<file path="config.mk">
export PLATFORM = sky130hd
export DESIGN_NAME = tlut_product_bank_flat
export DESIGN_NICKNAME = d
export VERILOG_FILES = /design/src/rtl/tlut_product_bank_if.sv /design/src/rtl/tlut_product_bank.sv /design/src/flat_wrapper.sv
export SDC_FILE = /design/constraint.sdc
export NUM_CORES = 2
export LEC_CHECK = 0
export CORE_MARGIN = 1.5
export CORE_UTILIZATION = 57
export CTS_CLUSTER_SIZE = 8
export DETAILED_ROUTE_END_ITERATION = 10
export PLACE_DENSITY = 0.91
export RECOVER_POWER = 25
export SLEW_MARGIN = 20
export SYNTH_ARGS = -nofsm -noshare
export SYNTH_HDL_FRONTEND = slang
export SYNTH_SLANG_ARGS = --single-unit
</file>
<file path="constraint.sdc">
create_clock -name clk -period 19.8 [get_ports clk]
set_clock_uncertainty 0.15 [all_clocks]
set_input_delay 2.97 -clock clk [delete_from_list [all_inputs] [get_ports clk]]
set_output_delay 2.97 -clock clk [all_outputs]
set_load 0.01 [all_outputs]
</file>
<file path="src/rtl/tlut_product_bank_if.sv">
// Product bank bus: upstream beat handshake, downstream frame handshake and
// the frame payload.
//   master : upstream/downstream side (drives beats and out_ready)
//   slave  : the product bank (drives in_ready, frame outputs, frame_cnt)
interface tlut_product_bank_if #(
   parameter int DIM_C     = 4,
   parameter int DIM_A     = 8,
   parameter int ACC_WIDTH = 16,
   parameter int CNT_WIDTH = 16
);
   logic                                         in_valid;
   logic                                         in_ready;
   logic [DIM_C-1:0][ACC_WIDTH-1:0]              in_data;
   logic [DIM_A-1:0]                             in_enable;
   logic                                         in_last;
   logic                                         acc_mode;
   logic                                         out_valid;
   logic                                         out_ready;
   logic [DIM_C-1:0][DIM_A-1:0][ACC_WIDTH-1:0]   out_data;
   logic [DIM_A-1:0]                             out_mask;
   logic [CNT_WIDTH-1:0]                         frame_cnt;

   modport master (
      output in_valid, in_data, in_enable, in_last, acc_mode, out_ready,
      input  in_ready, out_valid, out_data, out_mask, frame_cnt
   );

   modport slave (
      input  in_valid, in_data, in_enable, in_last, acc_mode, out_ready,
      output in_ready, out_valid, out_data, out_mask, frame_cnt
   );
endinterface

</file>
<file path="src/rtl/tlut_product_bank.sv">
// Product capture bank for the temporal-LUT multiplier datapath.
// Captures one adder-tree result per channel into the slots selected by
// in_enable (load or accumulate), closes the frame on in_last or when every
// slot has been written, then holds the frame until it is drained.
// Ports:
//   clk  : clock, rising edge
//   rst  : asynchronous active-high reset
//   bus  : tlut_product_bank_if.slave (beat input, frame output, frame_cnt)
//
// state   | meaning
// --------+-------------------------------------------------------------
// ST_FILL | collecting beats; in_ready=1, out_valid=0
// ST_FULL | frame complete and frozen; in_ready=0, out_valid=1 until drain
module tlut_product_bank #(
   parameter int DIM_C     = 4,
   parameter int DIM_A     = 8,
   parameter int ACC_WIDTH = 16,
   parameter int CNT_WIDTH = 16
) (
   input logic                  clk,
   input logic                  rst,
   tlut_product_bank_if.slave   bus
);

   typedef enum logic {ST_FILL = 1'b0, ST_FULL = 1'b1} state_t;

   state_t                                     state;
   state_t                                     state_nxt;
   logic [DIM_C-1:0][DIM_A-1:0][ACC_WIDTH-1:0] slot;
   logic [DIM_A-1:0]                           filled;
   logic [CNT_WIDTH-1:0]                       frame_cnt;
   logic                                       in_ready;
   logic                                       out_valid;
   logic                                       accept;
   logic                                       drain;
   logic                                       frame_close;

   // A frame also closes when this beat completes the slot coverage.
   assign frame_close = bus.in_last | (&(filled | bus.in_enable));

   always_ff @(posedge clk or posedge rst) begin
      if (rst) state <= ST_FILL;
      else     state <= state_nxt;
   end

   always_comb begin
      state_nxt = state;
      in_ready  = 1'b0;
      out_valid = 1'b0;
      accept    = 1'b0;
      drain     = 1'b0;
      case (state)
         ST_FILL: begin
            in_ready = ~rst;
            accept   = bus.in_valid & in_ready;
            if (accept && frame_close) state_nxt = ST_FULL;
         end
         ST_FULL: begin
            out_valid = 1'b1;
            drain     = bus.out_ready;
            if (drain) state_nxt = ST_FILL;
         end
         default: state_nxt = ST_FILL;
      endcase
   end

   // Accumulate only into slots already written this frame; the first write
   // to a slot always loads so stale data can never leak into a new frame.
   always_ff @(posedge clk or posedge rst) begin
      if (rst) begin
         slot      <= '0;
         filled    <= '0;
         frame_cnt <= '0;
      end else if (drain) begin
         slot      <= '0;
         filled    <= '0;
         frame_cnt <= frame_cnt + CNT_WIDTH'(1);
      end else if (accept) begin
         for (int j = 0; j < DIM_A; j++) begin
            if (bus.in_enable[j]) begin
               for (int i = 0; i < DIM_C; i++) begin
                  if (filled[j] && bus.acc_mode)
                     slot[i][j] <= slot[i][j] + bus.in_data[i];
                  else
                     slot[i][j] <= bus.in_data[i];
               end
            end
         end
         filled <= filled | bus.in_enable;
      end
   end

   assign bus.in_ready  = in_ready;
   assign bus.out_valid = out_valid;
   assign bus.out_data  = slot;
   assign bus.out_mask  = filled;
   assign bus.frame_cnt = frame_cnt;

endmodule

</file>
<file path="src/flat_wrapper.sv">
// flat-port wrapper written by rule: the top's interface ports become plain ports
module tlut_product_bank_flat 
#(
   parameter int DIM_C     = 4,
   parameter int DIM_A     = 8,
   parameter int ACC_WIDTH = 16,
   parameter int CNT_WIDTH = 16
)
  (clk, rst, bus_in_valid, bus_in_data, bus_in_enable, bus_in_last, bus_acc_mode, bus_out_ready, bus_in_ready, bus_out_valid, bus_out_data, bus_out_mask, bus_frame_cnt);
  tlut_product_bank_if #(.DIM_C(DIM_C), .DIM_A(DIM_A), .ACC_WIDTH(ACC_WIDTH), .CNT_WIDTH(CNT_WIDTH)) bus_i ();
  input logic clk;
  input logic rst;
  input wire logic [$bits(bus_i.in_valid)-1:0] bus_in_valid;
  input wire logic [$bits(bus_i.in_data)-1:0] bus_in_data;
  input wire logic [$bits(bus_i.in_enable)-1:0] bus_in_enable;
  input wire logic [$bits(bus_i.in_last)-1:0] bus_in_last;
  input wire logic [$bits(bus_i.acc_mode)-1:0] bus_acc_mode;
  input wire logic [$bits(bus_i.out_ready)-1:0] bus_out_ready;
  output wire logic [$bits(bus_i.in_ready)-1:0] bus_in_ready;
  output wire logic [$bits(bus_i.out_valid)-1:0] bus_out_valid;
  output wire logic [$bits(bus_i.out_data)-1:0] bus_out_data;
  output wire logic [$bits(bus_i.out_mask)-1:0] bus_out_mask;
  output wire logic [$bits(bus_i.frame_cnt)-1:0] bus_frame_cnt;
  assign bus_i.in_valid = bus_in_valid;
  assign bus_i.in_data = bus_in_data;
  assign bus_i.in_enable = bus_in_enable;
  assign bus_i.in_last = bus_in_last;
  assign bus_i.acc_mode = bus_acc_mode;
  assign bus_i.out_ready = bus_out_ready;
  assign bus_in_ready = bus_i.in_ready;
  assign bus_out_valid = bus_i.out_valid;
  assign bus_out_data = bus_i.out_data;
  assign bus_out_mask = bus_i.out_mask;
  assign bus_frame_cnt = bus_i.frame_cnt;
  tlut_product_bank #(.DIM_C(DIM_C), .DIM_A(DIM_A), .ACC_WIDTH(ACC_WIDTH), .CNT_WIDTH(CNT_WIDTH)) u_core (.clk(clk), .rst(rst), .bus(bus_i));
endmodule
</file>
[After elaboration in Yosys (flattened, before gate mapping)]
Index checks and enable logic that the tools add are counted.
Cells by class
  add/subtract/negate cells: 33
  mux-type cells: 75
  bitwise logic cells: 5
  reduce and logical (&&, ||, !) cells: 27
Operators by type and width (count)
  $mux W16: 64
  $mux W512: 2
  $add A16 B16 Y16: 32
  $reduce_bool A2 Y1: 9
  $add A16 B1 Y16 const B: 1
  $mux W8: 2
  $reduce_and A2 Y1: 8
  $logic_and A1 B1 Y1: 9
  $or A8 B8 Y8: 1
  $reduce_and A8 Y1: 1
  $mux W1: 6
  $not A1 Y1: 2
  $pmux W1 S2: 1
  $and A1 B1 Y1: 1
  $or A1 B1 Y1: 1
Storage, ports and cells
  bits in registers: 537
  input bits: 78
  output and inout port bits: 538
  logic and storage cells: 175

[Depth between registers and ports, before layout]
  word-level depth: 6
  depth in mapped cells: 12
  depth with buffers taken out: 12

[Worst setup path before layout]
OpenSTA, ideal clock, no wires.
  kind: input-to-reg
  start: input port rst
  end: register u_core.state
  setup time: 0.129 ns
  arrival time: 14.923 ns
  required time: 19.521 ns
  setup slack: 4.598 ns
  stages: 3
  buffers on the path: 0
  cells stage by stage: inv_1 > o211ai_1 > mux2i_1
On the way
  longest elaborated chain between the ends: 5
RTL lines
  start: declaration: RTL line flat_wrapper.sv:12  | input logic rst;
  $not A1 Y1: RTL line tlut_product_bank.sv:54  | in_ready = ~rst;
  $and A1 B1 Y1: RTL line tlut_product_bank.sv:55  | accept = bus.in_valid & in_ready;
  $logic_and A1 B1 Y1: RTL line tlut_product_bank.sv:56  | if (accept && frame_close) state_nxt = ST_FULL;
  $mux W1: RTL line tlut_product_bank.sv:56
  $pmux W1 S2: RTL line tlut_product_bank.sv:52  | case (state)
  named net u_core.state_nxt: RTL line tlut_product_bank.sv:28  | state_t state_nxt;
  end signal: assignment: RTL line tlut_product_bank.sv:43  | else state <= state_nxt;
  end: declaration: RTL line tlut_product_bank.sv:27  | state_t state;
The timed path passes the listed nets, and every way through them passes these cells.
A chain may end at the register's enable or synchronous reset.

==> results.yml <==
floorplan:
  die_area_um2: 80800
  start_util_pct: 57.9
  core_um2: 77800
  fp.dieW_um: 284
  ios: 616
  fp.dieH_um: 284
  rows: 102
clocking:
  clock_latency_ps: 630
  path_clk_slew_ps: 50
  clock-sinks: 537
  post_cts_buffers: 0
  numCtsBuffers: 77
  clock_path_buffers: 3
  cts-resized-gates: 0
  cts_tree: "yes"
  cts_htree_levels: 3
  hold_buffers: 0
  clockRootBuffer: "clkbuf_16"
placement:
  hpwl_um: 113000
  dp_slack_ps: 12470
  io_buffers: 615
  gp_congestion: 0.972
  dpl.cell_count: 6965
power:
  power.share.clock_pct: 20.5
  swShare_pct: 42.4
  power.leakage_nw: 24.2
  p_switching_mw: 2.55
  seqPwrFrac_pct: 27.2
  ir_drop_v: 0.0000758
  powerDensity_nw_per_um2: 111
  comb_power_share_pct: 52.3
  power.internal_mw: 3.47
finish:
  fill_cells: 5976
  drive_gt1_share_pct: 3.87
  stdcell_count: 7055
  seq_area_um2: 13400
  finish.utilization_pct: 69.5
  multi_input_area_um2: 30100
  fin_nets: 6595
  syn_to_final_growth_pct: 19.9
sta:
  finalCritPeriodShare_pct: 46.1
  max_freq_mhz: 109
  layout_setup_ws_ps: 10660
  rsz0062_at_grt: "false"
  worstMarginPinSlew_ps: 4960
  drv_slew: 223
  hold_violations: 0
  layout_min_cycle_time_ps: 9140
  slew_headroom_pct: -233
  tns_ps: 0
  finalSetupViolCount: 0
yosys:
  synthAdderAreaFrac_pct: 14.8
  ys_warn_count: 0
  synth-simple-area-share_pct: 19.2
  synth_top_area_share_pct: 29.8
  syn-cell-area_um2: 45100
  postSynthAreaPerCell_um2: 8.10
  synth_seq_cells: 537
  synth-edff-count: 0
  ys.flop_type: "dfrtp_1"
  synth_cell_types: 71
  synth-compound-area-share_pct: 24.0
  synthMuxAreaShare_pct: 1.31
  synth_top_family_by_area: "compound AO/OA/AOI/OAI gates"
  synthTopCellsByArea: "dfrtp_1 30%, ha_1 13%, a21oi_1 6.9%"
  ys_async_sr_fraction_pct: 100
  synth_xor_area_share_pct: 7.07
  synth-seq-area-share_pct: 29.8
  yosysTopAreaCell: "dfrtp_1"
  synth_nets: 6162
  netlist_instances: 5571
run_status:
  violations: "max-capacitance violations, max-slew violations"
  status: "finished with violations"
drt:
  vias: 47100
  drtPass1Iterations: 6
  vias_per_cell: 6.67
  wl_um: 167000
  drt_iter0_markers: 4551
  wl_per_cell_um: 23.6
  drc: 0
  detail-route-antenna-nets: 0
grt:
  gr-usage-all-layers_pct: 39.7
  grt_max_degree: 157
  grt_pass1_wl_um: 253000
  grt_pass1_vias: 45100
  grt.overflow.total: 0
  antenna_found_initial: 4
setup_path:
  r2r_cells: 5
  worstPathArrival_ps: 8950
  startpoint_type: "input pin"
  cp.required_ps: 19610
  crit_type: "in2async"
  endpoint_kind: "async pin"
  crit_path_max_fanout: 102
worst_hold_path:
  hp-class: "reg2reg"
  holdPathStages: 1
job:
  drv_cap: 3
## area by class of cell
cell class,count,share of cell area [%]
antenna,2,0.00926
clock buffer,84,3.73
clock inverter,4,0.0926
inverter,141,0.981
multi-input combinational,4575,55.7
sequential,537,24.9
tap,1040,2.41
timing repair buffer,672,12.2
## cells in the mapped netlist (11+ instances only)
master      n
nand2b_1   65
o31a_1     13
or3_1      36
inv_1     141
ha_1      481
a41oi_1    16
nor3_1    174
and4b_1    11
and2_1     19
and3_1     62
nand3_1   560
o21ai_0   585
a21o_1     99
or2_2      24
a31o_2     19
xor2_1    193
o21bai_1   31
o41a_1     15
nor2b_1    90
clkbuf_1  235
a31oi_1    81
nor2_1    395
a211oi_1   70
xnor2_1   171
fa_1       32
mux2i_1    58
buf_1      75
a21oi_1   619
nand4_1    20
o21a_1     37
nand2_1   333
a211o_1    22
dfrtp_1   537
o31ai_1    39
a22oi_1    19
o211ai_1   88
## metrics by stage
stage,hold WS [ps],instance area (um^2),power [mW]
2_1_floorplan,357,45100,3.56
6_report,316,54100,6.02
3_3_place_gp,312,52000,4.58
4_1_cts,324,54000,5.96
5_1_grt,351,54100,6.36
3_5_place_dp,313,52000,4.71
## flip-flops by register name (all words and copies together), names as in the netlist
signal,flops
u_core.bus.out_mask,8
u_core.bus.out_data,512
u_core.bus.frame_cnt,16
u_core.state,1
## worst paths after layout
check | startpoint | endpoint | slack, ps
worst max-delay path | rst | u_core.bus.out_data[488] | 10660
worst min-delay path | u_core.bus.frame_cnt[15] | u_core.bus.frame_cnt[15] | 320
worst max register to register | u_core.state | u_core.bus.out_data[343] | 14980
worst min register to register | u_core.bus.frame_cnt[15] | u_core.bus.frame_cnt[15] | 320
max in group clk | rst | u_core.state | 11450
min in group asynchronous | rst | u_core.state | 4210
## critical path: stages
cell and delay [ps]:
dlygate4sd3_1 590, clkinvlp_2 2740, clkbuf_1 2510
## cells in the final DEF (no fill, tap or decap), types with 15 or more instances in the layout
cell	count
a21oi_1	619
o21ai_0	585
nand3_1	560
dfrtp_1	537
clkdlybuf4s50_1	503
ha_1	481
nor2_1	389
nand2_1	317
xor2_1	193
nor3_1	174
xnor2_1	171
inv_1	140
dlygate4sd3_1	111
a21o_1	99
nor2b_1	90
o211ai_1	88
a31oi_1	81
clkbuf_16	79
a211oi_1	70
nand2b_1	65
and3_1	62
mux2i_1	58
buf_4	54
o31ai_1	39
o21a_1	37
or3_1	36
fa_1	32
o21bai_1	31
or2_2	24
a211o_1	22
nand4_1	20
a31o_2	19
a22oi_1	19
a41oi_1	16
o41a_1	15
## metal layers
metal  track usage, %  up-vias  routed length [um]
met5                0        -                  30
met4             29.1        4               13500
met3             10.1      722               19600
met2             60.8     2857               71900
met1             48.6    22200               61600
li1                 -    21200                   -
## cells by family (layout without fill, tap and decap cells)
kind of cell               after synthesis  count (layout)
buffers and inverters                  459             901
and+or+nand+nor                       1814            1814
other                                    0               2
DFF                                    537             537
AOI/OAI and AO/OA                     1825            1825
muxes                                   59              59
adders and majority gates              513             513
xor gates and xnor gates               364             364
## power groups by stage
stage | clock, mW | combinational, mW | sequential (mW)
detailed placement | 0 | 3.07 | 1.64
finish | 1.23 | 3.15 | 1.63
floorplan | 0 | 1.88 | 1.68
global route | 1.28 | 3.42 | 1.66
global placement | 0 | 2.95 | 1.63
CTS | 1.23 | 3.11 | 1.62
(Power assumes the default switching activity.)
